`src/rtl/pipeline_stall_ctrl_pkg.sv`:
```
`default_nettype none
// ---------------------------------------------------------------------------
// pipeline_stall_ctrl_pkg : shared state, PC-select and opcode encodings
// Revision 1.0
// ---------------------------------------------------------------------------
package pipeline_stall_ctrl_pkg;

    typedef enum logic [1:0] {
        RUN    = 2'd0,
        DRAIN  = 2'd1,
        HALTED = 2'd2
    } state_t;

    localparam logic [1:0] PCSEL_SEQ = 2'd0;
    localparam logic [1:0] PCSEL_BR  = 2'd1;
    localparam logic [1:0] PCSEL_JMP = 2'd2;

    localparam logic [3:0] OP_HALT = 4'd15;

endpackage
`default_nettype wire

```
`src/rtl/pipeline_stall_ctrl_sat_counter.sv`:
```
`default_nettype none
// ---------------------------------------------------------------------------
// sat_counter : increment-only counter that sticks at all-ones
// Revision 1.0
// ---------------------------------------------------------------------------
module sat_counter #(
    parameter int CNT_W = 16
) (
    input  logic             clk,
    input  logic             rst_n,
    input  logic             inc,
    output logic [CNT_W-1:0] count
);

    logic [CNT_W-1:0] r_count;

    always_ff @(posedge clk or negedge rst_n) begin
        if (!rst_n) begin
            r_count <= '0;
        end else if (inc && (r_count != '1)) begin
            r_count <= r_count + 1'b1;
        end
    end

    assign count = r_count;

endmodule
`default_nettype wire

```
`src/rtl/pipeline_stall_ctrl.sv`:
```
`default_nettype none
// ---------------------------------------------------------------------------
// pipeline_stall_ctrl : merges stall/flush/halt/memory-wait into stage strobes
// Revision 1.0
// ---------------------------------------------------------------------------
module pipeline_stall_ctrl
    import pipeline_stall_ctrl_pkg::*;
#(
    parameter int CNT_W     = 16,
    parameter int DRAIN_CYC = 3
) (
    input  logic             clk,
    input  logic             rst_n,
    input  logic             hd_stall,
    input  logic             br_taken_ex,
    input  logic             jump_id,
    input  logic             halt_id,
    input  logic             mem_busy,
    output logic             pc_we,
    output logic [1:0]       pc_sel,
    output logic             ifid_we,
    output logic             ifid_flush,
    output logic             idex_flush,
    output logic             exmem_we,
    output logic             halted,
    output logic [CNT_W-1:0] stall_cnt,
    output logic [CNT_W-1:0] flush_cnt
);

    localparam int DW = (DRAIN_CYC > 2) ? $clog2(DRAIN_CYC) : 1;
    localparam logic [DW-1:0] c_drainLoad = DW'(DRAIN_CYC - 1);

    state_t        r_state;
    logic [DW-1:0] r_drainCnt;
    logic          w_stallInc;
    logic          w_flushInc;
    logic          w_haltTake;

    always_comb begin
        pc_we      = 1'b1;
        pc_sel     = PCSEL_SEQ;
        ifid_we    = 1'b1;
        ifid_flush = 1'b0;
        idex_flush = 1'b0;
        exmem_we   = 1'b1;
        w_stallInc = 1'b0;
        w_flushInc = 1'b0;
        w_haltTake = 1'b0;
        case (r_state)
            RUN: begin
                if (mem_busy) begin
                    pc_we    = 1'b0;
                    ifid_we  = 1'b0;
                    exmem_we = 1'b0;
                end else if (br_taken_ex) begin
                    pc_sel     = PCSEL_BR;
                    ifid_flush = 1'b1;
                    idex_flush = 1'b1;
                    w_flushInc = 1'b1;
                end else if (jump_id) begin
                    pc_sel     = PCSEL_JMP;
                    ifid_flush = 1'b1;
                    w_flushInc = 1'b1;
                end else if (halt_id) begin
                    // HALT itself still moves into ID/EX; only fetch stops
                    pc_we      = 1'b0;
                    ifid_flush = 1'b1;
                    w_haltTake = 1'b1;
                end else if (hd_stall) begin
                    pc_we      = 1'b0;
                    ifid_we    = 1'b0;
                    idex_flush = 1'b1;
                    w_stallInc = 1'b1;
                end
            end
            DRAIN: begin
                pc_we      = 1'b0;
                ifid_we    = !mem_busy;
                ifid_flush = 1'b1;
                exmem_we   = !mem_busy;
            end
            default: begin
                pc_we    = 1'b0;
                ifid_we  = 1'b0;
                exmem_we = 1'b0;
            end
        endcase
    end

    always_ff @(posedge clk or negedge rst_n) begin
        if (!rst_n) begin
            r_state    <= RUN;
            r_drainCnt <= '0;
        end else begin
            case (r_state)
                RUN: begin
                    if (w_haltTake) begin
                        r_state    <= DRAIN;
                        r_drainCnt <= c_drainLoad;
                    end
                end
                DRAIN: begin
                    if (!mem_busy) begin
                        if (r_drainCnt == '0) begin
                            r_state <= HALTED;
                        end else begin
                            r_drainCnt <= r_drainCnt - 1'b1;
                        end
                    end
                end
                default: r_state <= HALTED;
            endcase
        end
    end

    assign halted = (r_state == HALTED);

    sat_counter #(.CNT_W(CNT_W)) u_stallCnt (
        .clk   (clk),
        .rst_n (rst_n),
        .inc   (w_stallInc),
        .count (stall_cnt)
    );

    sat_counter #(.CNT_W(CNT_W)) u_flushCnt (
        .clk   (clk),
        .rst_n (rst_n),
        .inc   (w_flushInc),
        .count (flush_cnt)
    );

endmodule
`default_nettype wire

```
`config.mk`:
```
export PLATFORM = sky130hd
export DESIGN_NAME = pipeline_stall_ctrl
export DESIGN_NICKNAME = d
export VERILOG_FILES = /design/src/rtl/pipeline_stall_ctrl_pkg.sv /design/src/rtl/pipeline_stall_ctrl_sat_counter.sv /design/src/rtl/pipeline_stall_ctrl.sv
export SDC_FILE = /design/constraint.sdc
export NUM_CORES = 1
export LEC_CHECK = 0
export ABC_CLOCK_PERIOD_IN_PS = 1800
export BUFFER_PORTS_ARGS = -buffer_cell sky130_fd_sc_hd__buf_4
export CORE_UTILIZATION = 45
export CTS_CLUSTER_DIAMETER = 200
export DETAILED_ROUTE_END_ITERATION = 10
export PLACE_DENSITY = 0.83
export SYNTH_ARGS = -nofsm -noshare
export SYNTH_HDL_FRONTEND = slang
export SYNTH_SLANG_ARGS = --single-unit
```
`constraint.sdc`:
```
create_clock -name clk -period 1.8 [get_ports clk]
set_input_delay 0.09 -clock clk [delete_from_list [all_inputs] [get_ports clk]]
set_output_delay 0.09 -clock clk [all_outputs]
set_load 0.01 [all_outputs]
```
==> results.json, run 1 <==
{
  "cp-startpoint": "r_state[0]",
  "synthMostInstantiatedCell": "dfrtp_1",
  "overflow": 0,
  "period_needed_ns": 1.78,
  "rsz0062_at_grt": "yes",
  "worst_slack_ns": 0.0155,
  "syn_avg_cell_area_um2": 10.1,
  "fillers": 330,
  "vias": 1613,
  "hold_viol": 0,
  "netlist_top_cells_count": "dfrtp_1 (36), xor2_1 (24), nand2_1 (17)",
  "synth_top_area_frac": 0.489,
  "crit_path_max_fanout": 6,
  "netlist_instances": 183,
  "ios": 47,
  "pwr-share-comb": 0.224,
  "die_h_um": 66.0,
  "routabilityCongestion": 0.841,
  "synthArstFlopShare": 1.00,
  "cts.reportedPaths.clkPinSlew_ns": 0.08,
  "cellLeakagePower_nw": 1.26,
  "htree_levels": 2,
  "whs_ns": 0.0482,
  "clkLatencyLatePin_ns": 0.29,
  "place_inst": 289,
  "clockRootBuffer": "clkbuf_8",
  "finalCritPeriodShare": 0.991,
  "p_seq_frac": 0.457,
  "setup.worst_path.start_class": "register",
  "antenna_left": 0,
  "cts_num_sinks": 36,
  "layout-drive-gt1-share": 0.327,
  "start_util": 0.485,
  "clock_power_share": 0.319,
  "drv_slew": 0,
  "yosysSeqAreaShare": 0.489,
  "power.share.switching": 0.287,
  "status": "complete, no violations",
  "cap_violations": 0,
  "ys_types": 30,
  "wl_per_cell_um": 13.7,
  "place_hpwl_um": 2960,
  "syn_area_mm2": 0.00184,
  "totalWireLength_um": 4090,
  "synth_seq_cells": 36,
  "p_switching_w": 0.000636,
  "path_class": "register to register",
  "core_mm2": 0.00380,
  "via_per_inst": 5.39,
  "synth_nets": 193,
  "antenna_found_initial": 0,
  "cts_buffer_depth": 2,
  "fmax_mhz": 560,
  "rr_startpoint": "r_state[0]",
  "grt_pass1_wl_um": 6710,
  "critPathRequiredTime_ns": 2.01,
  "endpoint": "u_flushCnt.count[13]",
  "min_path_type": "primary input to register",
  "dr.pass1.iters": 4,
  "slew_headroom": 0.660,
  "die_x_um": 66.0,
  "num_rows": 22,
  "yosysWarnings": 0,
  "grt_use_total": 0.206,
  "reg2reg_slack_ns": 0.02,
  "syn2layout_area_growth_pct": 36.3,
  "synth_area_leaders": "dfrtp_1 (49%), xor2_1 (11%), nor3_1 (3.5%)",
  "fin_cells": 299,
  "synth_edf_count": 0,
  "arrival_ns": 2.00,
  "die_area_mm2": 0.00435,
  "ys.flop_type": "dfrtp_1",
  "final_nets": 260,
  "rr_worst_depth": 4,
  "intPower_w": 0.00158,
  "ir_drop_v": 0.000718,
  "finalSetupViolations": 0,
  "cts_tree": "built",
  "grt_pass1_vias": 1522,
  "drc_errors": 0,
  "setup_tns_ns": 0,
  "critPathCaptureType": "register",
  "n_antenna_cell": 0,
  "p_total_w": 0.00222,
  "pre_cts_ws_ns": 0.00622,
  "yosys.area.top_type": "dfrtp_1",
  "placement.io_buffers": 46,
  "drt_iter0_drc": 55,
  "worst_pin_slew_ns": 0.505,
  "cts_buffers": 5,
  "r2r-end": "u_flushCnt.count[13]",
  "power.density_mw_per_mm2": 885,
  "grt_max_degree": 37,
  "skew_ns": 0.00823
}
cell families after synthesis:
logic type / Yosys count / share of synthesized area
buffers and inverters: 7 / 0.0149
xor gates and xnor gates: 28 / 0.133
AOI/OAI and AO/OA: 11 / 0.0326
DFF: 36 / 0.489
and+or+nand+nor: 96 / 0.298
adders and majority gates: 3 / 0.0204
muxes: 2 / 0.0122
area by class of cell:
type                       instances  area, um2  area share
sequential                        36        901       0.359
timing repair buffer              64        483       0.192
clock inverter                     3       42.5      0.0169
clock buffer                       5       68.8      0.0274
inverter                           3       11.3     0.00449
multi-input combinational        140        943       0.376
tap                               48       60.1      0.0239
metrics by stage:
stage | util | instance area [um2]
after floorplan | - | 1850
after global placement | 0.620 | 2360
after detailed placement | 0.620 | 2360
after CTS | 0.654 | 2480
after global routing | 0.661 | 2510
final | 0.661 | 2510
how the worst min path moves through the flow:
stage              from                    to  slack, ns  cells after the start
2_1_floorplan     rst_n         r_drainCnt[0]      -0.21                      0
3_3_place_gp      rst_n  u_flushCnt.count[14]       0.07                      1
3_5_place_dp      rst_n  u_flushCnt.count[14]       0.07                      1
4_1_cts        mem_busy            r_state[1]       0.04                      2
5_1_grt        mem_busy            r_state[1]       0.06                      2
6_report       mem_busy            r_state[1]       0.05                      2
power by group through the flow:
stage               sequential (W)  clock (W)  combinational [W]
floorplan                  0.00107          0           0.000161
detailed placement         0.00103          0           0.000498
global route               0.00103   0.000755           0.000554
CTS                        0.00102   0.000726           0.000503
global placement           0.00102          0           0.000482
finish                     0.00101   0.000709           0.000497
timing repair:
action	4_1_cts	5_1_grt
buffers inserted	0	1
endpoints found under the hold margin	36	0
pin swaps	0	4
endpoints found under the setup margin	1	16
hold buffers	1	0
gates cloned	0	0
gates resized for setup	1	3
critical path, stage by stage, from the launching register on:
cell	delay [ns]
dfrtp_1	0.41
or3_4	0.39
or4_4	0.46
and4bb_1	0.30
xor2_1	0.16
registers in the layout, indices dropped and copies added (netlist names):
register	cells
u_flushCnt.count	16
u_stallCnt.count	16
r_drainCnt	2
r_state	2
cells in the final DEF (no fill, tap or decap), types with 4 or more instances in the layout:
cell       n
dfrtp_1   36
nand4_1    9
nor3b_1    4
nor2_1    15
xor2_1    24
and3_1     4
nand2_1   17
o21ai_0    7
nand3_1   11
buf_4     63
xnor2_1    4
nor3_1    12
clkbuf_8   5
per-layer routing:
metal / GRT usage / wire length, um
met3: 0.0466 / 151
met1: 0.248 / 1810
met2: 0.348 / 2060
met5: 0 / 0
met4: 0.0957 / 63
No activity file was read; power rests on OpenSTA's default activity.
==> inputs of run 2 (changes only) <==
ABC_CLOCK_PERIOD_IN_PS = 2200   (was 1800)
PLACE_DENSITY = 0.8   (was 0.83)
clock period = 2.2 ns   (was 1.8 ns; I/O delays follow)
==> run 2 against run 1 <==
Clock skew is 0.0045 ns lower. Power is 26% lower. Combinational power is 31% lower. Flip-flop and latch count stayed put. Global-route usage is 0.095 points higher. Critical path depth stayed put. Worst hold slack hardly changed.
==> results.json, run 2 (synthesis results as in run 1) <==
{
  "reg2reg_slack_ns": 0.19,
  "via_per_inst": 5.61,
  "die_x_um": 66.0,
  "place_hpwl_um": 2910,
  "crit_path_max_fanout": 9,
  "fmax_mhz": 498,
  "cts_buffers": 5,
  "final_nets": 246,
  "place_area_mm2": 0.00225,
  "start_util": 0.485,
  "arrival_ns": 2.22,
  "cts_buffer_depth": 2,
  "period_needed_ns": 2.01,
  "grt_use_total": 0.207,
  "grt_max_degree": 37,
  "layout_common_cells": "buf_4 (49), dfrtp_1 (36), xor2_1 (24)",
  "cts_setup_buffers": 0,
  "cts_tree": "built",
  "setup_tns_ns": 0,
  "worst_hold_path.num_cells": 2,
  "cts_num_sinks": 36,
  "n_antenna_cell": 0,
  "syn2layout_area_growth_pct": 27.1,
  "finalSetupViolations": 0,
  "min_path_type": "primary input to register",
  "vias": 1594,
  "die_area_mm2": 0.00435,
  "hold_viol": 0,
  "rr_worst_depth": 4,
  "critPathRequiredTime_ns": 2.41,
  "worst_pin_slew_ns": 0.557,
  "wl_per_cell_um": 14.2,
  "ir_drop_v": 0.000496,
  "die_h_um": 66.0,
  "ios": 47,
  "num_rows": 22,
  "dr.pass1.iters": 4,
  "status": "complete, no violations",
  "totalWireLength_um": 4030,
  "setup.worst_path.start_class": "register",
  "placement.io_buffers": 46,
  "slew_headroom": 0.625,
  "drv_slew": 0,
  "grt_pass1_wl_um": 6720,
  "core_mm2": 0.00380,
  "drt_iter0_drc": 86,
  "layout_commonest_cell": "buf_4",
  "grt_pass1_vias": 1505,
  "cellLeakagePower_nw": 1.18,
  "rsz0062_at_grt": "no",
  "path_class": "register to register",
  "power.density_mw_per_mm2": 701,
  "drc_errors": 0,
  "clkLatencyLatePin_ns": 0.29,
  "finalCritPeriodShare": 0.913,
  "clockRootBuffer": "clkbuf_8",
  "final_area_mm2": 0.00234,
  "cap_violations": 0,
  "cts.reportedPaths.clkPinSlew_ns": 0.07,
  "cts_resized": 0,
  "fillers": 347,
  "htree_levels": 2,
  "layout-drive-gt1-share": 0.258,
  "skew_ns": 0.00375,
  "critPathCaptureType": "register",
  "routabilityCongestion": 0.845,
  "overflow": 0,
  "antenna_left": 0,
  "antenna_found_initial": 0
}
## run 2: layout make-up
cell class	instances	area, um2	area share
Inverter	3	11.3	0.00481
Multi-Input combinational cell	140	913	0.390
Clock buffer	6	72.6	0.0310
Sequential cell	36	901	0.385
Clock inverter	1	5.00	0.00214
Timing Repair Buffer	50	378	0.161
Tap cell	48	60.1	0.0257
## run 2: routing by layer
layer	wire [um]	part of all wire	track usage	vias up
li1	-	-	-	761
met1	1710	0.43	0.240	764
met2	2010	0.50	0.342	56
met3	217	0.054	0.0517	13
met4	89	0.022	0.128	0
met5	0	0	0	-
## run 2: path summary, 6_finish.rpt
path / end / from
setup / recovery: u_flushCnt.count[15] / r_state[0]
hold / removal: r_state[1] / mem_busy
setup reg to reg: u_flushCnt.count[15] / r_state[0]
hold reg to reg: r_drainCnt[0] / r_drainCnt[0]
max in group asynchronous: u_stallCnt.count[3] / rst_n
min in group asynchronous: u_flushCnt.count[10] / rst_n
## run 2: critical path: stages (launching register included)
cell	delay (ns)
dfrtp_1	0.46
or3_4	0.44
or4_4	0.56
and4bb_1	0.30
xor2_1	0.16
## run 2: through the flow
step | cells | setup WS, ns | hold slack [ns] | power [W] | util
after floorplan | 183 | 0.277 | -0.186 | 0.00101 | -
after global placement | 276 | 0.273 | 0.0892 | 0.00120 | 0.593
after detailed placement | 276 | 0.201 | 0.0914 | 0.00121 | 0.593
after CTS | 284 | 0.189 | 0.0462 | 0.00166 | 0.616
after global routing | 284 | 0.109 | 0.0461 | 0.00174 | 0.616
final | 284 | 0.191 | 0.0479 | 0.00164 | 0.616
## run 2: repair_timing
item | 4_1_cts | 5_1_grt
setup endpoints to repair | 0 | 0
hold buffers | 1 | 0
endpoints found under the hold margin | 36 | 0
## run 2: power by group
group	internal, W	switching (W)
clock	0.000215	0.000231
sequential	0.000742	0.000109
combinational	0.000186	0.000158
==> inputs of run 3 (changes only) <==
ABC_AREA = 1   (was unset)
PLACE_DENSITY = 0.79   (was 0.8)
==> run 3 against run 2 <==
Routed wire length increased by 24%. Via count rose by 38%. Clock skew is 0.0028 ns higher.
==> results.json, run 3 <==
{
  "status": "complete, no violations",
  "overflow": 0,
  "reg2reg_slack_ns": 0.41,
  "totalWireLength_um": 4990,
  "muxShareOfSynthArea": 0,
  "period_needed_ns": 1.79,
  "die_area_mm2": 0.00527,
  "cellLeakagePower_nw": 1.33,
  "grt_pass1_wl_um": 8540,
  "finalSetupViolations": 0,
  "finalCritPeriodShare": 0.815,
  "cap_violations": 0,
  "intPower_w": 0.00127,
  "skew_ns": 0.00656,
  "n_antenna_cell": 0,
  "cp_common_cell": "nand2_1",
  "critPathSlowestCell": "dfrtp_1",
  "synth_nets": 340,
  "path_class": "register to register",
  "clkLatencyLatePin_ns": 0.28,
  "fin_cells": 450,
  "syn_avg_cell_area_um2": 6.80,
  "synthArstFlopShare": 1.00,
  "drv_slew": 0,
  "clock_power_share": 0.249,
  "synth_compound_area_frac": 0.0658,
  "netlist_top_cells_count": "nand2_1 (136), nor2_1 (40), inv_1 (37)",
  "place_hpwl_um": 3720,
  "cts_buffers": 5,
  "setup_tns_ns": 0,
  "crit_path_max_fanout": 12,
  "synthMostInstantiatedCell": "nand2_1",
  "syn2layout_area_growth_pct": 22.6,
  "synth_seq_cells": 36,
  "synth_area_leaders": "dfrtp_1 (40%), nand2_1 (23%), nor2_1 (6.7%)",
  "syn_area_mm2": 0.00224,
  "slew_headroom": 0.690,
  "worst_path_dominant_cell_family": "simple AND/OR/NAND/NOR gates",
  "die_x_um": 72.6,
  "synth_adder_area_share": 0.0167,
  "die_h_um": 72.6,
  "via_per_inst": 4.90,
  "synth-simple-area-share": 0.387,
  "cts.reportedPaths.clkPinSlew_ns": 0.07,
  "pwr-share-comb": 0.300,
  "antenna_left": 0,
  "power.density_mw_per_mm2": 703,
  "layout_commonest_cell": "nand2_1",
  "max_stage_delay_ns": 0.43,
  "cts_setup_buffers": 0,
  "num_rows": 25,
  "layout-drive-gt1-share": 0.162,
  "worst_pin_slew_ns": 0.464,
  "start_util": 0.472,
  "rsz0062_at_grt": "no",
  "dr.pass1.iters": 4,
  "synth_top_family_by_area": "simple AND/OR/NAND/NOR gates",
  "ys_types": 25,
  "placement.io_buffers": 46,
  "yosysWarnings": 0,
  "ios": 47,
  "critPathRequiredTime_ns": 2.35,
  "drt_iter0_drc": 198,
  "synth_top_area_frac": 0.401,
  "routabilityCongestion": 0.850,
  "min_path_type": "primary input to register",
  "crit_path_cell_trace": "ha_1 > nand3_1 > inv_1 > nand2_1 > inv_1 > nand2_2 > nand2_1 > nand2_1 > o21ai_0",
  "setup.worst_path.start_class": "register",
  "clockRootBuffer": "clkbuf_8",
  "place_area_mm2": 0.00265,
  "htree_levels": 2,
  "p_switching_w": 0.000660,
  "finalCoreUtilization": 0.579,
  "fmax_mhz": 558,
  "critPathCaptureType": "register",
  "netlist_instances": 330,
  "power.share.switching": 0.342,
  "vias": 2203,
  "ir_drop_v": 0.000492,
  "hold_viol": 0,
  "final_area_mm2": 0.00275,
  "cts_tree": "built",
  "core_mm2": 0.00475,
  "p_seq_frac": 0.451,
  "yosys.area.top_type": "dfrtp_1",
  "cts_buffer_depth": 2,
  "grt_max_degree": 37,
  "cts_num_sinks": 36,
  "yosysSeqAreaShare": 0.401,
  "ys.flop_type": "dfrtp_1",
  "crit_buf_inv": 2,
  "arrival_ns": 1.95,
  "final_nets": 392,
  "synthXorXnorAreaFrac": 0.0507,
  "place_inst": 441,
  "cts_hold_buffers": 1,
  "cts_resized": 0,
  "whs_ns": 0.214,
  "layout_common_cells": "nand2_1 (136), buf_4 (47), nor2_1 (40)",
  "antenna_found_initial": 0,
  "wl_per_cell_um": 11.1,
  "drc_errors": 0,
  "synth_edf_count": 0,
  "grt_pass1_vias": 1896,
  "grt_use_total": 0.204
}
-- run 3: changes by cell type in the layout (fill, tap and decap cells not counted), sizes merged, moves of 5 or more --
cell,delta
nor3,-11
o21ai,+9
inv,+35
nand3,+5
xnor2,+8
nor2,+29
nand2,+121
nor4,-5
xor2,-23
-- run 3: final cells by class --
type / instances / area, um2
Fill cell: 469 / 2000
Inverter: 39 / 146
Sequential cell: 36 / 901
Multi-Input combinational cell: 252 / 1170
Tap cell: 67 / 83.8
Timing Repair Buffer: 48 / 363
Clock buffer: 8 / 90.1
-- run 3: worst reg2reg max path: stages (launching register included) --
cell and delay (ns):
dfrtp_1 0.43, ha_1 0.24, nand3_1 0.15, inv_1 0.06, nand2_1 0.15, inv_1 0.09, nand2_2 0.11, nand2_1 0.25
nand2_1 0.12, o21ai_0 0.08
-- run 3: layer usage --
layer	GRT usage	vias up	share of wire
li1	-	1136	-
met1	0.291	1014	0.48
met2	0.318	48	0.46
met3	0.0373	5	0.042
met4	0.0588	0	0.0094
met5	0	-	0
-- run 3: logic make-up after synthesis --
family / count (synthesis)
buffers and inverters: 42
AO/OA/AOI/OAI: 25
AND/OR/NAND/NOR: 211
adder cells (fa/ha/maj): 3
XOR/XNOR: 13
flip-flops: 36
-- run 3: power by group through the flow --
stage	clock network [W]	logic [W]	registers, W
final	0.000481	0.000580	0.000872
after global routing	0.000521	0.000660	0.000888
after CTS	0.000492	0.000586	0.000873
after detailed placement	0	0.000581	0.000886
after global placement	0	0.000576	0.000879
after floorplan	0	0.000329	0.000887
-- run 3: worst paths after layout --
path,startpoint,end,depth (start not counted)
max,u_flushCnt.count[0],u_flushCnt.count[6],9
min,mem_busy,r_state[1],4
max reg2reg,u_flushCnt.count[0],u_flushCnt.count[6],9
min reg2reg,r_drainCnt[0],r_drainCnt[0],2
max in group asynchronous,rst_n,u_flushCnt.count[10],2
min in group asynchronous,rst_n,u_flushCnt.count[1],2
-- run 3: through the flow --
stage | setup WS [ns] | power, W
2_1_floorplan | 0.609 | 0.00122
4_1_cts | 0.396 | 0.00195
3_3_place_gp | 0.451 | 0.00145
5_1_grt | 0.287 | 0.00207
3_5_place_dp | 0.415 | 0.00147
6_report | 0.406 | 0.00193
